### config.mk
export PLATFORM = sky130hd
export DESIGN_NAME = jk_monitor
export DESIGN_NICKNAME = d
export VERILOG_FILES = /design/src/rtl/jk_monitor.sv
export SDC_FILE = /design/constraint.sdc
export NUM_CORES = 1
export LEC_CHECK = 0
export BUFFER_PORTS_ARGS = -buffer_cell sky130_fd_sc_hd__clkbuf_2
export CORE_ASPECT_RATIO = 1.25
export CORE_MARGIN = 1.5
export CORE_UTILIZATION = 50
export CTS_CLUSTER_DIAMETER = 60
export CTS_CLUSTER_SIZE = 20
export DETAILED_ROUTE_END_ITERATION = 16
export GPL_TIMING_DRIVEN = 0
export PLACE_DENSITY = 0.85
export SLEW_MARGIN = 20
export SYNTH_ARGS = -nofsm -noshare
export SYNTH_HDL_FRONTEND = slang
export SYNTH_SLANG_ARGS = --single-unit
### constraint.sdc
create_clock -name clk -period 3.6 [get_ports clk]
set_clock_uncertainty 0.1 [all_clocks]
set_input_delay 0.18 -clock clk [delete_from_list [all_inputs] [get_ports clk]]
set_output_delay 0.18 -clock clk [all_outputs]
set_load 0.01 [all_outputs]
### src/rtl/jk_monitor.sv
// Shadows an external JK flip-flop and checks each Q against the JK rule using the previous edge's samples.
// Compares begin two edges after en is first seen in IDLE; results are registered one cycle after the compare edge.
module jk_monitor #(
  parameter int CNT_W       = 16,
  parameter bit STOP_ON_ERR = 1'b0
) (
  input  logic             clk,
  input  logic             reset,
  input  logic             en,
  input  logic             clr,
  input  logic             j,
  input  logic             k,
  input  logic             q,
  output logic             err_pulse,
  output logic             err_sticky,
  output logic [CNT_W-1:0] err_cnt,
  output logic [CNT_W-1:0] chk_cnt,
  output logic [CNT_W-1:0] first_err_idx,
  output logic             first_exp,
  output logic [3:0]       cov,
  output logic             busy,
  output logic             halted
);

  typedef enum logic [1:0] {S_IDLE, S_PRIME, S_CHECK, S_HALT} state_t;

  localparam logic [CNT_W-1:0] CNT_MAX = '1;

  state_t           r_state;
  logic             r_j_p, r_k_p, r_q_p;
  logic             r_err_pulse, r_err_sticky, r_first_exp;
  logic [CNT_W-1:0] r_err_cnt, r_chk_cnt, r_first_err_idx;
  logic [3:0]       r_cov;

  logic             w_exp;
  logic             w_mis;
  logic [CNT_W-1:0] w_chk_inc;
  logic [CNT_W-1:0] w_err_inc;

  always_comb begin
    w_exp = r_q_p;
    case ({r_j_p, r_k_p})
      2'b00:   w_exp = r_q_p;
      2'b01:   w_exp = 1'b0;
      2'b10:   w_exp = 1'b1;
      default: w_exp = ~r_q_p;
    endcase
  end

  assign w_mis     = (q != w_exp);
  assign w_chk_inc = (r_chk_cnt == CNT_MAX) ? r_chk_cnt : r_chk_cnt + CNT_W'(1);
  assign w_err_inc = (r_err_cnt == CNT_MAX) ? r_err_cnt : r_err_cnt + CNT_W'(1);

  always_ff @(posedge clk or posedge reset) begin
    if (reset) begin
      r_state         <= S_IDLE;
      r_j_p           <= 1'b0;
      r_k_p           <= 1'b0;
      r_q_p           <= 1'b0;
      r_err_pulse     <= 1'b0;
      r_err_sticky    <= 1'b0;
      r_err_cnt       <= '0;
      r_chk_cnt       <= '0;
      r_first_err_idx <= '0;
      r_first_exp     <= 1'b0;
      r_cov           <= 4'b0000;
    end else begin
      r_j_p       <= j;
      r_k_p       <= k;
      r_q_p       <= q;
      r_err_pulse <= 1'b0;
      // clr wins over any compare on the same edge, including a pending mismatch
      if (clr) begin
        r_state         <= S_IDLE;
        r_err_sticky    <= 1'b0;
        r_err_cnt       <= '0;
        r_chk_cnt       <= '0;
        r_first_err_idx <= '0;
        r_first_exp     <= 1'b0;
        r_cov           <= 4'b0000;
      end else begin
        case (r_state)
          S_IDLE:  if (en) r_state <= S_PRIME;
          S_PRIME: r_state <= en ? S_CHECK : S_IDLE;
          S_CHECK: begin
            if (!en) begin
              r_state <= S_IDLE;
            end else begin
              r_chk_cnt              <= w_chk_inc;
              r_cov[{r_j_p, r_k_p}]  <= 1'b1;
              if (w_mis) begin
                r_err_pulse  <= 1'b1;
                r_err_sticky <= 1'b1;
                r_err_cnt    <= w_err_inc;
                if (!r_err_sticky) begin
                  r_first_err_idx <= r_chk_cnt;
                  r_first_exp     <= w_exp;
                end
                if (STOP_ON_ERR) r_state <= S_HALT;
              end
            end
          end
          default: ;
        endcase
      end
    end
  end

  assign err_pulse     = r_err_pulse;
  assign err_sticky    = r_err_sticky;
  assign err_cnt       = r_err_cnt;
  assign chk_cnt       = r_chk_cnt;
  assign first_err_idx = r_first_err_idx;
  assign first_exp     = r_first_exp;
  assign cov           = r_cov;
  assign busy          = (r_state == S_PRIME) || (r_state == S_CHECK);
  assign halted        = (r_state == S_HALT);

endmodule

==> metrics.txt <==
max incr delay on CP 0.41 ns; minimum clock period 2.26 ns; n_diodes 0; Slew headroom 61.0%; clock-pin slew on the worst setup and hold paths 0.07 ns; Peak VDD IR 201 uV; CTS Sinks 60; die height 88.4 um; Min-Delay Endpoint r_state[1]$_DFFE_PP0P_; drt wl/cell 14.6 um; total congestion overflow 0; Cell variety after synth 44; Syn Area/Cell 9.75 um^2; H-tree depth 3; maximum number of pins on one net before global-route repair 60; Worst-Skew Late Latency 0.34 ns; Ports 64; critical path capture point type flop; die width 71.3 um; total power 1.47 mW; Hold Path Cell Cnt 3; share of layout cells above drive strength 1 25.8%; MaxCap Viol Count 0; post_cts resized 0; Detailed Routing Iterations Pass 1 4; RSZ-0062 raised after global routing no; setup tns final 0 ns; Routed WL 6.53 mm; fin crit share 62.7%; worst setup path class reg -> reg; Mapped Area 2920 um^2; first-pass GRT wire length 11.1 mm; status complete, no violations; Routed Antenna Nets 0; nets 391; CP cell instances inv_1, ha_1, and2_1, buf_6, and4_4, or2_4, a21oi_4, buf_6, a211oi_1, a21o_1; Synth Instances 299; initial DRC count 204; initial antenna violation count 0; Final Max Tran Viols 0; fmax 443 MHz; via count 2,490; most used cell, CP buf_6; Hold Fails Final Rpt 0; Fill cells 443; setup slack, reg-to-reg 1.34 ns; CP arrival 2.39 ns; final std cells w/o fill 447; vias in the first global route 2,536; Placed Cells 427; Worst Reg2Reg Path Length in Cells 10; starting density of the core 52.8%; core area 5520 um^2; row count 30; clock buffer depth 2; #FFs+latches synth 60; CP Launch Type flop; DRC Markers 0; count of final setup violators 0; Power Density 410 nW/um^2; DP HPWL 4.55 mm; LEAKAGE 1.69 nW; CP Data Required Time 3.74 ns; Seq/Total Area, Yosys 51.5%; EDFF count, synth 0; Root Buffer clkbuf_8; r2r startpoint r_state[0]$_DFFE_PP0P_; Total GRT Usage 22.5%; Inserted Clock Buffers 9; Area Overhead vs Synth 22.9%; setup bufs post-CTS 0; via/cell ratio 5.57; Ys Warns 0; Synth Net Count 312; Worst-Margin Slew 0.578 ns; Placer Congestion 0.840; Setup crit start r_state[0]$_DFFE_PP0P_; Hold Path Class in -> reg; Worst Path Max Fanout 10; CTS tree done; hold_sp en; # port buffers 63; final core utilization 64.9%; Die ar. 6300 um^2; reg2reg end first_exp$_DFFE_PP0P_; CP max stage cell dfrtp_1; Main synth FF type dfrtp_1; asr flop ratio synth 100%
[layer usage]
layer	track usage (%)	vias up	part of all wire [%]	wire length [um]
met5	0	-	0	0
met4	14.4	0	2.9	186
met3	4.10	14	5.0	328
met2	39.3	84	51	3300
met1	25.2	1196	41	2710
li1	-	1196	-	-
[cell type report]
cell class / instances / area, um^2 / share of cell area, %
Buffer: 15 / 85.1 / 2.37
Clock buffer: 12 / 155 / 4.33
Clock inverter: 4 / 47.5 / 1.33
Inverter: 11 / 43.8 / 1.22
Multi-Input combinational cell: 213 / 1290 / 35.9
Sequential cell: 60 / 1500 / 41.9
Tap cell: 64 / 80.1 / 2.23
Timing Repair Buffer: 68 / 383 / 10.7
[worst max path at each step]
stage,slack [ns],endpoint,cells after the start
final,1.34,first_exp$_DFFE_PP0P_,10
after global routing,1.22,err_cnt[3]$_DFFE_PP0P_,9
after CTS,1.35,first_exp$_DFFE_PP0P_,10
after detailed placement,1.38,first_exp$_DFFE_PP0P_,10
after global placement,1.13,first_err_idx[12]$_DFFE_PP0P_,2
after floorplan,1.53,first_err_idx[14]$_DFFE_PP0P_,8
[placed cells by master (no fill, tap or decap), types with 6 or more instances in the layout]
cell,instances
clkbuf_2,64
dfrtp_1,60
o21ai_0,39
nand2_1,29
nor2_1,21
nand2b_1,17
nand3_1,14
xor2_1,13
clkbuf_8,11
inv_1,10
nand4_1,10
clkbuf_1,7
a21oi_1,7
nor3_1,6
xnor2_1,6
ha_1,6
[sequential cells by signal, summed over array words and instances, names as in the netlist]
register,cells
chk_cnt,16
cov,4
err_cnt,16
err_pulse,1
err_sticky,1
first_err_idx,16
first_exp,1
r_j_p,1
r_k_p,1
r_q_p,1
r_state,2
[per-stage QoR]
stage / area, um^2 / setup WS [ns] / hold slack, ns
floorplan: 2920 / 1.53 / 0.111
CTS: 3580 / 1.35 / 0.0449
global placement: 3310 / 1.13 / 0.194
global route: 3580 / 1.22 / 0.0657
detailed placement: 3340 / 1.38 / -0.0613
finish: 3580 / 1.34 / 0.0438
[synthesized netlist by cell type (2+ instances only)]
master / n / share of area [%]
o31ai_1: 4 / 1.0
a21oi_1: 7 / 1.2
and3_1: 5 / 1.1
inv_1: 11 / 1.4
clkbuf_1: 6 / 0.77
xnor2_1: 6 / 1.8
nor3_1: 6 / 1.0
nor2_1: 21 / 2.7
a31oi_1: 5 / 1.1
or2_2: 2 / 0.43
nand4_1: 10 / 2.1
and2_1: 2 / 0.43
o21ai_0: 39 / 6.7
buf_1: 2 / 0.26
xor2_1: 13 / 3.9
ha_1: 6 / 2.6
dfrtp_1: 60 / 52
nand2_1: 29 / 3.7
o22ai_1: 2 / 0.43
buf_4: 3 / 0.77
nand2b_1: 17 / 3.6
buf_6: 2 / 0.77
nor2b_1: 4 / 0.86
mux2_2: 4 / 1.5
nand3_1: 14 / 2.4
[logic make-up (layout without fill, tap and decap cells)]
logic type,after synthesis,count (layout),share of synthesized area [%]
compound gates,66,66,13.4
buf+inv,26,110,4.33
fa+ha+maj,6,6,2.58
flops,60,60,51.5
simple gates,118,118,20.9
xor+xnor,19,19,5.71
mux,4,4,1.54
[critical path: cells and delay by family (launching register included)]
| kind | cells | cell delay (ns) |
|---|---|---|
| AOI/OAI and AO/OA | 3 | 0.45 |
| adders and majority gates | 1 | 0.23 |
| and+or+nand+nor | 3 | 0.58 |
| buffers and inverters | 3 | 0.39 |
| DFF | 1 | 0.41 |
[where the power goes]
part	internal [mW]	switching, mW	total (mW)	leakage, nW
Combinational	0.0604	0.0885	0.149	0.758
Clock	0.355	0.261	0.616	0.102
Sequential	0.688	0.0150	0.703	0.829
Total	1.10	0.365	1.47	1.69
[timing repair]
item | CTS | global route
endpoints found under the setup margin | 0 | 0
hold endpoints to repair | 63 | 0
hold buffers | 4 | 0
Note: power is estimated with default switching activity, not from simulation.
